==> config.mk <==
export PLATFORM = sky130hd
export DESIGN_NAME = dict_loader
export DESIGN_NICKNAME = d
export VERILOG_FILES = /design/src/rtl/dict_loader_pkg.sv /design/src/rtl/dict_loader.sv
export SDC_FILE = /design/constraint.sdc
export NUM_CORES = 1
export LEC_CHECK = 0
export CAP_MARGIN = 10
export CORE_MARGIN = 3
export CORE_UTILIZATION = 39
export CTS_BUF_LIST = sky130_fd_sc_hd__clkbuf_8 sky130_fd_sc_hd__clkbuf_16
export DETAILED_ROUTE_END_ITERATION = 6
export PLACE_DENSITY = 0.9
export SLEW_MARGIN = 20
export SYNTH_ARGS = -nofsm -noshare
export SYNTH_HDL_FRONTEND = slang
export SYNTH_SLANG_ARGS = --single-unit
==> constraint.sdc <==
create_clock -name clk -period 6.35 [get_ports clk]
set_clock_uncertainty 0.05 [all_clocks]
set_input_delay 1.27 -clock clk [delete_from_list [all_inputs] [get_ports clk]]
set_output_delay 1.27 -clock clk [all_outputs]
set_load 0.05 [all_outputs]
==> src/rtl/dict_loader_pkg.sv <==
// Shared constants and types for the boot-time dictionary loader.
// The default widths are shared with the instruction-cache controller so
// both sides agree on dictionary geometry.
package dict_loader_pkg;

  // Loader FSM states: fetch a word, write it, then hand imem to the controller.
  typedef enum logic [1:0] {
    FETCH = 2'd0,
    WRITE = 2'd1,
    DONE  = 2'd2
  } state_t;

  // Default dictionary entry widths.
  localparam int DEF_FIELD1_VAL_WIDTH = 7;
  localparam int DEF_FIELD2_VAL_WIDTH = 10;
  localparam int DEF_FIELD3_VAL_WIDTH = 15;

  // Default dictionary key widths (entry count = 2^key).
  localparam int DEF_FIELD1_KEY_WIDTH = 3;
  localparam int DEF_FIELD2_KEY_WIDTH = 5;
  localparam int DEF_FIELD3_KEY_WIDTH = 8;

  // Byte address of the first dictionary word in instruction memory.
  localparam logic [31:0] DEF_DICT_BASE = 32'h000F_0000;

  // Derived entry counts, per-field word offsets and total word count.
  localparam int FIELD1_ENTRIES = 1 << DEF_FIELD1_KEY_WIDTH;
  localparam int FIELD2_ENTRIES = 1 << DEF_FIELD2_KEY_WIDTH;
  localparam int FIELD3_ENTRIES = 1 << DEF_FIELD3_KEY_WIDTH;
  localparam int FIELD1_BASE    = 0;
  localparam int FIELD2_BASE    = FIELD1_BASE + FIELD1_ENTRIES;
  localparam int FIELD3_BASE    = FIELD2_BASE + FIELD2_ENTRIES;
  localparam int TOTAL_ENTRIES  = FIELD3_BASE + FIELD3_ENTRIES;

  // Largest of three widths; sizes the shared entry index.
  function automatic int max3(input int a, input int b, input int c);
    int m;
    m = (a > b) ? a : b;
    return (m > c) ? m : c;
  endfunction

endpackage

==> src/rtl/dict_loader.sv <==
// Boot-time sequencer: reads the three compression dictionaries from imem,
// streams them into the controller's dictionaries one entry per write strobe,
// then passes the imem port through to the controller and releases the core.
//
// Handshake: the loader holds mem_valid/mem_addr steady from the start of a
// request until the cycle mem_ready is high; that cycle transfers mem_rdata.
// After load, mem_valid/mem_addr and ctrl_mem_ready/ctrl_mem_rdata are pure
// combinational pass-through between controller and imem.
module dict_loader
  import dict_loader_pkg::*;
#(
  parameter int          FIELD1_VAL_WIDTH = DEF_FIELD1_VAL_WIDTH,
  parameter int          FIELD2_VAL_WIDTH = DEF_FIELD2_VAL_WIDTH,
  parameter int          FIELD3_VAL_WIDTH = DEF_FIELD3_VAL_WIDTH,
  parameter int          FIELD1_KEY_WIDTH = DEF_FIELD1_KEY_WIDTH,
  parameter int          FIELD2_KEY_WIDTH = DEF_FIELD2_KEY_WIDTH,
  parameter int          FIELD3_KEY_WIDTH = DEF_FIELD3_KEY_WIDTH,
  parameter logic [31:0] DICT_BASE        = DEF_DICT_BASE
) (
  input  logic                        clk,
  input  logic                        reset,
  output logic                        mem_valid,
  output logic [31:0]                 mem_addr,
  input  logic                        mem_ready,
  input  logic [31:0]                 mem_rdata,
  input  logic                        ctrl_mem_valid,
  input  logic [31:0]                 ctrl_mem_addr,
  output logic                        ctrl_mem_ready,
  output logic [31:0]                 ctrl_mem_rdata,
  output logic                        dict1_write_enable,
  output logic [FIELD1_VAL_WIDTH-1:0] dict1_write_val,
  output logic                        dict2_write_enable,
  output logic [FIELD2_VAL_WIDTH-1:0] dict2_write_val,
  output logic                        dict3_write_enable,
  output logic [FIELD3_VAL_WIDTH-1:0] dict3_write_val,
  output logic                        core_resetn,
  output logic                        load_done
);

  localparam int IDX_W = max3(FIELD1_KEY_WIDTH, FIELD2_KEY_WIDTH, FIELD3_KEY_WIDTH);

  localparam logic [IDX_W-1:0] LAST1 = IDX_W'((1 << FIELD1_KEY_WIDTH) - 1);
  localparam logic [IDX_W-1:0] LAST2 = IDX_W'((1 << FIELD2_KEY_WIDTH) - 1);
  localparam logic [IDX_W-1:0] LAST3 = IDX_W'((1 << FIELD3_KEY_WIDTH) - 1);

  // Word offsets of dict2 and dict3 within the dictionary image.
  localparam logic [31:0] BASE2 = 32'(1 << FIELD1_KEY_WIDTH);
  localparam logic [31:0] BASE3 = 32'((1 << FIELD1_KEY_WIDTH) + (1 << FIELD2_KEY_WIDTH));

  localparam logic [1:0] F1 = 2'd1;
  localparam logic [1:0] F2 = 2'd2;
  localparam logic [1:0] F3 = 2'd3;

  state_t                      state, state_d;
  logic [1:0]                  field, field_d;
  logic [IDX_W-1:0]            idx, idx_d;
  logic [IDX_W-1:0]            last_idx;
  logic [31:0]                 g;
  logic [31:0]                 load_addr;
  logic                        done_q;
  logic [FIELD1_VAL_WIDTH-1:0] wval1;
  logic [FIELD2_VAL_WIDTH-1:0] wval2;
  logic [FIELD3_VAL_WIDTH-1:0] wval3;

  // Global word index and last index of the field currently being loaded.
  always_comb begin
    last_idx = LAST1;
    g        = 32'(idx);
    case (field)
      F2: begin
        last_idx = LAST2;
        g        = BASE2 + 32'(idx);
      end
      F3: begin
        last_idx = LAST3;
        g        = BASE3 + 32'(idx);
      end
      default: begin
        last_idx = LAST1;
        g        = 32'(idx);
      end
    endcase
  end

  assign load_addr = DICT_BASE + (g << 2);

  // Next-state logic: one fetch then one write per entry, field by field.
  always_comb begin
    state_d = state;
    field_d = field;
    idx_d   = idx;
    case (state)
      FETCH: begin
        if (mem_ready) state_d = WRITE;
      end
      WRITE: begin
        if (idx != last_idx) begin
          idx_d   = idx + IDX_W'(1);
          state_d = FETCH;
        end else if (field != F3) begin
          field_d = field + 2'd1;
          idx_d   = '0;
          state_d = FETCH;
        end else begin
          state_d = DONE;
        end
      end
      DONE: begin
        state_d = DONE;
      end
      default: begin
        state_d = FETCH;
        field_d = F1;
        idx_d   = '0;
      end
    endcase
  end

  // State, field and entry index registers.
  always_ff @(posedge clk or posedge reset) begin
    if (reset) begin
      state <= FETCH;
      field <= F1;
      idx   <= '0;
    end else begin
      state <= state_d;
      field <= field_d;
      idx   <= idx_d;
    end
  end

  // Capture the truncated imem word into the current field's write register.
  always_ff @(posedge clk or posedge reset) begin
    if (reset) begin
      wval1 <= '0;
      wval2 <= '0;
      wval3 <= '0;
    end else if (state == FETCH && mem_ready) begin
      case (field)
        F2:      wval2 <= mem_rdata[FIELD2_VAL_WIDTH-1:0];
        F3:      wval3 <= mem_rdata[FIELD3_VAL_WIDTH-1:0];
        default: wval1 <= mem_rdata[FIELD1_VAL_WIDTH-1:0];
      endcase
    end
  end

  // Registered completion flag; drives core release and the port hand-over.
  always_ff @(posedge clk or posedge reset) begin
    if (reset) done_q <= 1'b0;
    else       done_q <= (state_d == DONE);
  end

  assign dict1_write_enable = (state == WRITE) && (field == F1);
  assign dict2_write_enable = (state == WRITE) && (field == F2);
  assign dict3_write_enable = (state == WRITE) && (field == F3);
  assign dict1_write_val    = wval1;
  assign dict2_write_val    = wval2;
  assign dict3_write_val    = wval3;

  assign load_done   = done_q;
  assign core_resetn = done_q;

  // imem port mux: loader owns the port until done, then the controller does.
  assign mem_valid      = done_q ? ctrl_mem_valid : (state == FETCH);
  assign mem_addr       = done_q ? ctrl_mem_addr  : load_addr;
  assign ctrl_mem_ready = done_q & mem_ready;
  assign ctrl_mem_rdata = done_q ? mem_rdata : 32'h0;

endmodule

==> results of run 1 <==
==> per-stage QoR <==
step / power [mW] / instance area (sq um) / util, %
6_report: 0.8240 / 4418 / 68.79
5_1_grt: 0.8638 / 4418 / 68.79
4_1_cts: 0.8318 / 4418 / 68.79
3_5_place_dp: 0.6488 / 4324 / 67.33
3_3_place_gp: 0.6414 / 4324 / 67.33
2_1_floorplan: 0.5311 / 2611 / -
==> logic make-up (layout without fill, tap and decap cells) <==
kind of cell,after synthesis,count (layout),synth area share (%)
adder cells (fa/ha/maj),6,6,2.875
AO/OA/AOI/OAI,32,32,8.195
XOR/XNOR,4,4,1.342
buffers and inverters,22,183,4.025
multiplexers,39,39,16.67
AND/OR/NAND/NOR,106,106,23.72
flip-flops,45,45,43.17
==> worst paths after layout <==
path                                    startpoint                  to  slack (ns)  cells after the start
worst max-delay path                      field[1]         mem_addr[9]        2.03                      7
worst min-delay path            dict1_write_val[4]  dict1_write_val[4]        0.46                      1
worst max register to register            field[0]              idx[0]        3.78                      6
worst min register to register  dict1_write_val[4]  dict1_write_val[4]        0.46                      1
max in group asynchronous                    reset         core_resetn        4.17                      2
min in group asynchronous                    reset  dict3_write_val[9]        1.44                      2
==> sequential cells by signal, summed over array words and instances (netlist names) <==
| register | flops |
|---|---|
| core_resetn | 1 |
| dict1_write_val | 7 |
| dict2_write_val | 10 |
| dict3_write_val | 15 |
| field | 2 |
| idx | 8 |
| state | 2 |
==> critical path, cell delays in order (launching register included) <==
cell             delay (ns)
dfrtp_1                0.49
ha_1                   0.32
ha_1                   0.38
a21oi_1                0.08
nor3b_1                0.23
xor2_1                 0.22
mux2_2                 0.18
clkdlybuf4s50_1        0.80
==> report_power, final <==
| group | total (mW) | switching (mW) | internal (mW) | leakage (nW) |
|---|---|---|---|---|
| sequential | 0.349 | 0.0370 | 0.312 | 0.578 |
| combinational | 0.294 | 0.163 | 0.131 | 1.20 |
| clock | 0.181 | 0.0936 | 0.0869 | 0.0486 |
==> cells in the mapped netlist (all sizes together) (2+ instances only) <==
master,instances,area [sq um]
nand2b,5,31.28
nor2,10,37.54
or3,2,12.51
nor3b,2,15.01
clkbuf,11,41.29
and3,3,18.77
nand2,11,41.29
inv,5,18.77
o2bb2ai,2,17.52
a31oi,3,18.77
dfrtp,44,1101
mux2,36,405.4
buf,6,45.04
a21oi,4,20.02
o21ai,12,60.06
ha,6,75.07
and2,57,356.6
xnor2,3,26.28
mux2i,3,30.03
nand3,8,40.04
==> layout make-up <==
type / instances / area, sq um
Clock buffer: 6 / 82.58
Clock inverter: 2 / 11.26
Fill cell: 512 / 2004
Inverter: 5 / 18.77
Multi-Input combinational cell: 187 / 1379
Sequential cell: 45 / 1129
Tap cell: 77 / 96.34
Timing Repair Buffer: 170 / 1702
==> metal layers <==
| layer | wire, um | vias up |
|---|---|---|
| met4 | 77 | 0 |
| met2 | 4225 | 115 |
| met3 | 649 | 7 |
| li1 | - | 1193 |
| met1 | 3082 | 1170 |
| met5 | 0 | - |
==> results.yml, run 1 <==
timing:
  finalCritPeriodShare_pct: 68.06
  slew_violations: 0
  fin_hold_ws_ns: 0.4597
  fin_ws_ns: 2.028
  fin_setup_tns_ns: 0
  rsz0062_at_grt: "false"
  hold_viol_final: 0
  setup_viol: 0
  fmax_mhz: 231.4
  worstMarginPinSlew_ns: 0.9508
  maxSlewHeadroom_pct: 36.62
  fin_crit_ns: 4.322
floorplanning:
  start_util_pct: 40.66
  die_w_um: 87.83
  dieArea_sq_um: 7713
  rows: 29
  die_h_um: 87.83
  coreArea_sq_um: 6422
  ios: 171
synth:
  synth_edf_count: 0
  synth_area_sq_um: 2611
  synth_seq_cells: 45
  synthCells: 254
  syn-num-nets: 328
  avgSynthCellArea_sq_um: 10.28
  async_flop_share_pct: 100.0
  synth_seq_area_share_pct: 43.17
  yosys_warnings: 0
  synth_cell_types: 43
  synth_top_flop_cell: "dfrtp_1"
clocking:
  clkTransAtPathRegs_ns: 0.08
  post_cts_buffers: 0
  clk_latency_ns: 0.29
  clock_sinks: 45
  ctsRootBufferMaster: "clkbuf_8"
  cts.htree.levels: 2
  cts_inserted_buffers: 5
  cts_hold_buf: 0
  cts_tree: "done"
  cts_buffer_depth: 2
  cts_resized: 0
routing:
  routed_wl_mm: 8.035
  drtAntennaViolNets: 0
  drc: 0
  first_iter_violations: 83
  vias: 2485
  drtPass1Iterations: 4
  wl_per_cell_um: 16.33
  vias_per_cell: 5.051
layout:
  antennaDiodeCount: 0
  instances_no_fill: 492
  mostFrequentLayoutCell: "clkdlybuf4s50_1"
  final_cell_mix: "clkdlybuf4s50_1 (170), and2_1 (57), dfrtp_1 (43), mux2_2 (36), o21ai_0 (12)"
  syn_to_final_growth_pct: 69.19
  final_nets: 488
  drive_gt1_share_pct: 12.05
power_and_ir_drop:
  ir_worst_vdd_mv: 0.2173
  p_per_area_nw_per_um2: 186.5
  leakage_nw: 1.831
global_routing:
  use_met1_pct: 22.78
  grt_pass1_wl_mm: 11.81
  grt_start_max_net_pins: 75
  grt-busiest-layer: "met2"
  grt.met3_usage_pct: 4.516
  grt_pass1_vias: 2381
  grtUsageMet2_pct: 36.30
  overflow: 0
  antenna_found_initial: 0
  grt_usage_pct: 19.61
setup_path:
  worst_ep_arrival_time_ns: 3.00
  crit_fanout: 9
  endpoint_kind: "primary output"
  critPathLaunchType: "flop"
  criticalPathCategory: "reg -> out"
  cp.required_ns: 5.03
placed_design:
  place_inst: 484
  dp_slack_ns: 2.256
  post-dp-hpwl_mm: 6.371
  place_congestion: 0.8729
  portBuffers: 170
flow_run:
  drv_cap: 0
run_status:
  outcome: "finished clean"
worst_hold_path:
  holdCritPathClass: "reg -> reg"
(Power assumes the default switching activity.)
==> run 2, diff against run 1 <==
CORE_UTILIZATION = 36   (was 39)
PLACE_DENSITY = 0.84   (was 0.9)
clock period = 4.5 ns   (was 6.35 ns; I/O delays follow)
==> run 2 against run 1 <==
Effect of this change:
- non-clock buffer count unchanged
- global-route usage increased by 0.11 points
- sequential cell count unchanged
- count of clock-buffer cells in the layout decreased by 1
- cell count increased by 3.9%
- clock power increased by 30%
- via count increased by 1.5%
- worst hold slack got worse by 0.0028 ns
- worst setup slack got worse by 1.4 ns
- utilization decreased by 4.6 points
- largest cell class unchanged
- critical endpoint is now mem_addr[8]
- cell area increased by 0.28%
- register-to-register slack got worse by 1.8 ns
==> results.yml, run 2 (same netlist as run 1, synthesis figures left out) <==
run_status:
  outcome: "finished clean"
routing:
  drc: 0
  highest_layer: "met4"
  vias_per_cell: 4.937
  wl_per_cell_um: 16.23
  first_iter_violations: 120
  met2_wirelength_mm: 4.292
  wl_met3_um: 633
  routed_wl_mm: 8.294
  drtAntennaViolNets: 0
  vias: 2523
  met1_length_mm: 3.216
  drtPass1Iterations: 5
setup_path:
  timing.rr.end: "idx[7]"
  cpMaxStageDelayCell: "clkdlybuf4s50_1"
  crit_fanout: 9
  r2r_cells: 6
  cp.required_ns: 3.55
  cp_cell_sequence: "ha_1 -> ha_1 -> a31oi_1 -> nor2_1 -> xnor2_1 -> o21ai_0 -> clkdlybuf4s50_1"
  worstReg2RegStart: "field[1]"
  max_stage_delay_ns: 0.83
  critPathLaunchType: "flop"
  criticalPathCategory: "reg -> out"
  worst_ep_arrival_time_ns: 2.88
  endpoint_kind: "primary output"
  path_common_cell: "ha_1"
  reg2reg_slack_ns: 1.97
floorplanning:
  start_util_pct: 37.81
  rows: 30
  die_h_um: 91.17
  ios: 171
  dieArea_sq_um: 8311
  coreArea_sq_um: 6907
  die_w_um: 91.17
flow_run:
  drv_cap: 0
clocking:
  cts_resized: 0
  clkTransAtPathRegs_ns: 0.08
  cts_tree: "done"
  cts_hold_buf: 0
  ctsRootBufferMaster: "clkbuf_8"
  post_cts_buffers: 0
  cts.htree.levels: 2
  cts_buffer_depth: 2
  cts_inserted_buffers: 5
  clk_latency_ns: 0.29
  clock_sinks: 45
placed_design:
  dp_slack_ns: 0.9706
  portBuffers: 170
  place_inst: 503
  post-dp-hpwl_mm: 6.608
  place_congestion: 0.8549
global_routing:
  grt_pass1_vias: 2577
  antenna_found_initial: 0
  grt_usage_pct: 19.72
  grt_pass1_wl_mm: 13.36
  overflow: 0
  grt_start_max_net_pins: 75
worst_hold_path:
  hold_path_end: "dict1_write_val[3]"
  hp-start: "dict1_write_val[3]"
  holdCritPathClass: "reg -> reg"
  hold_depth: 1
timing:
  fmax_mhz: 260.8
  fin_ws_ns: 0.6651
  finalCritPeriodShare_pct: 85.22
  worstMarginPinSlew_ns: 0.9756
  fin_hold_ws_ns: 0.4569
  fin_crit_ns: 3.835
  maxSlewHeadroom_pct: 34.96
  fin_setup_tns_ns: 0
  rsz0062_at_grt: "false"
  slew_violations: 0
  setup_viol: 0
  hold_viol_final: 0
power_and_ir_drop:
  share_seq_of_total_power_pct: 43.1
  comb_power_share_pct: 36.2
  power.total_mw: 1.138
  ir_worst_vdd_mv: 0.2639
  p_per_area_nw_per_um2: 256.8
  p_int_mw: 0.7308
  swShare_pct: 35.77
  leakage_nw: 1.832
  power_frac_clock_pct: 20.6
  power.switching_mw: 0.4070
layout:
  antennaDiodeCount: 0
  instances_no_fill: 511
  mostFrequentLayoutCell: "clkdlybuf4s50_1"
  drive_gt1_share_pct: 12.05
  syn_to_final_growth_pct: 69.67
  final_cell_mix: "clkdlybuf4s50_1 (170), and2_1 (57), dfrtp_1 (43), mux2_2 (36), o21ai_0 (12)"
  largest_register_ffs: 15
  final_nets: 488
-- run 2: area by class of cell --
type                    count  area, sq um
inverters                   5        18.77
repair buffers            170         1702
flip-flops and latches     45         1129
well taps                  96        120.1
clock buffers               5        68.82
clock inverters             3        13.76
fillers                   605         2476
multi-input cells         187         1379
-- run 2: how the worst max path moves through the flow --
stage          cells past startpoint         from  slack [ns]           end
5_1_grt                            7     field[0]        0.40   mem_addr[8]
2_1_floorplan                      3  core_resetn        0.81  mem_addr[10]
6_report                           7     field[1]        0.67   mem_addr[8]
4_1_cts                            7     field[0]        0.66   mem_addr[8]
3_3_place_gp                       7     field[0]        1.05   mem_addr[8]
3_5_place_dp                       7     field[0]        0.97   mem_addr[8]
-- run 2: worst max-delay path: cells and delay by family, from the launching register on --
| kind | cells | cell delay, ns |
|---|---|---|
| AOI/OAI and AO/OA | 2 | 0.41 |
| xor gates and xnor gates | 1 | 0.14 |
| adders and majority gates | 2 | 0.64 |
| buffers and inverters | 1 | 0.83 |
| DFF | 1 | 0.49 |
| and+or+nand+nor | 1 | 0.08 |
-- run 2: routing by layer --
layer | vias up | global-route usage, %
met5 | - | 0
met4 | 0 | 4.774
met3 | 13 | 5.468
met2 | 113 | 36.48
met1 | 1200 | 22.26
li1 | 1197 | -
-- run 2: stage by stage --
stage | util (%) | cell area (sq um)
after floorplan | - | 2611
after global placement | 62.95 | 4348
after detailed placement | 62.95 | 4348
after CTS | 64.15 | 4431
after global routing | 64.15 | 4431
final | 64.15 | 4431
-- run 2: power groups by stage --
| stage | registers (mW) | clock network (mW) | logic (mW) |
|---|---|---|---|
| global route | 0.499 | 0.257 | 0.442 |
| floorplan | 0.532 | 0 | 0.217 |
| global placement | 0.497 | 0 | 0.408 |
| detailed placement | 0.499 | 0 | 0.414 |
| CTS | 0.491 | 0.242 | 0.416 |
| finish | 0.491 | 0.235 | 0.412 |
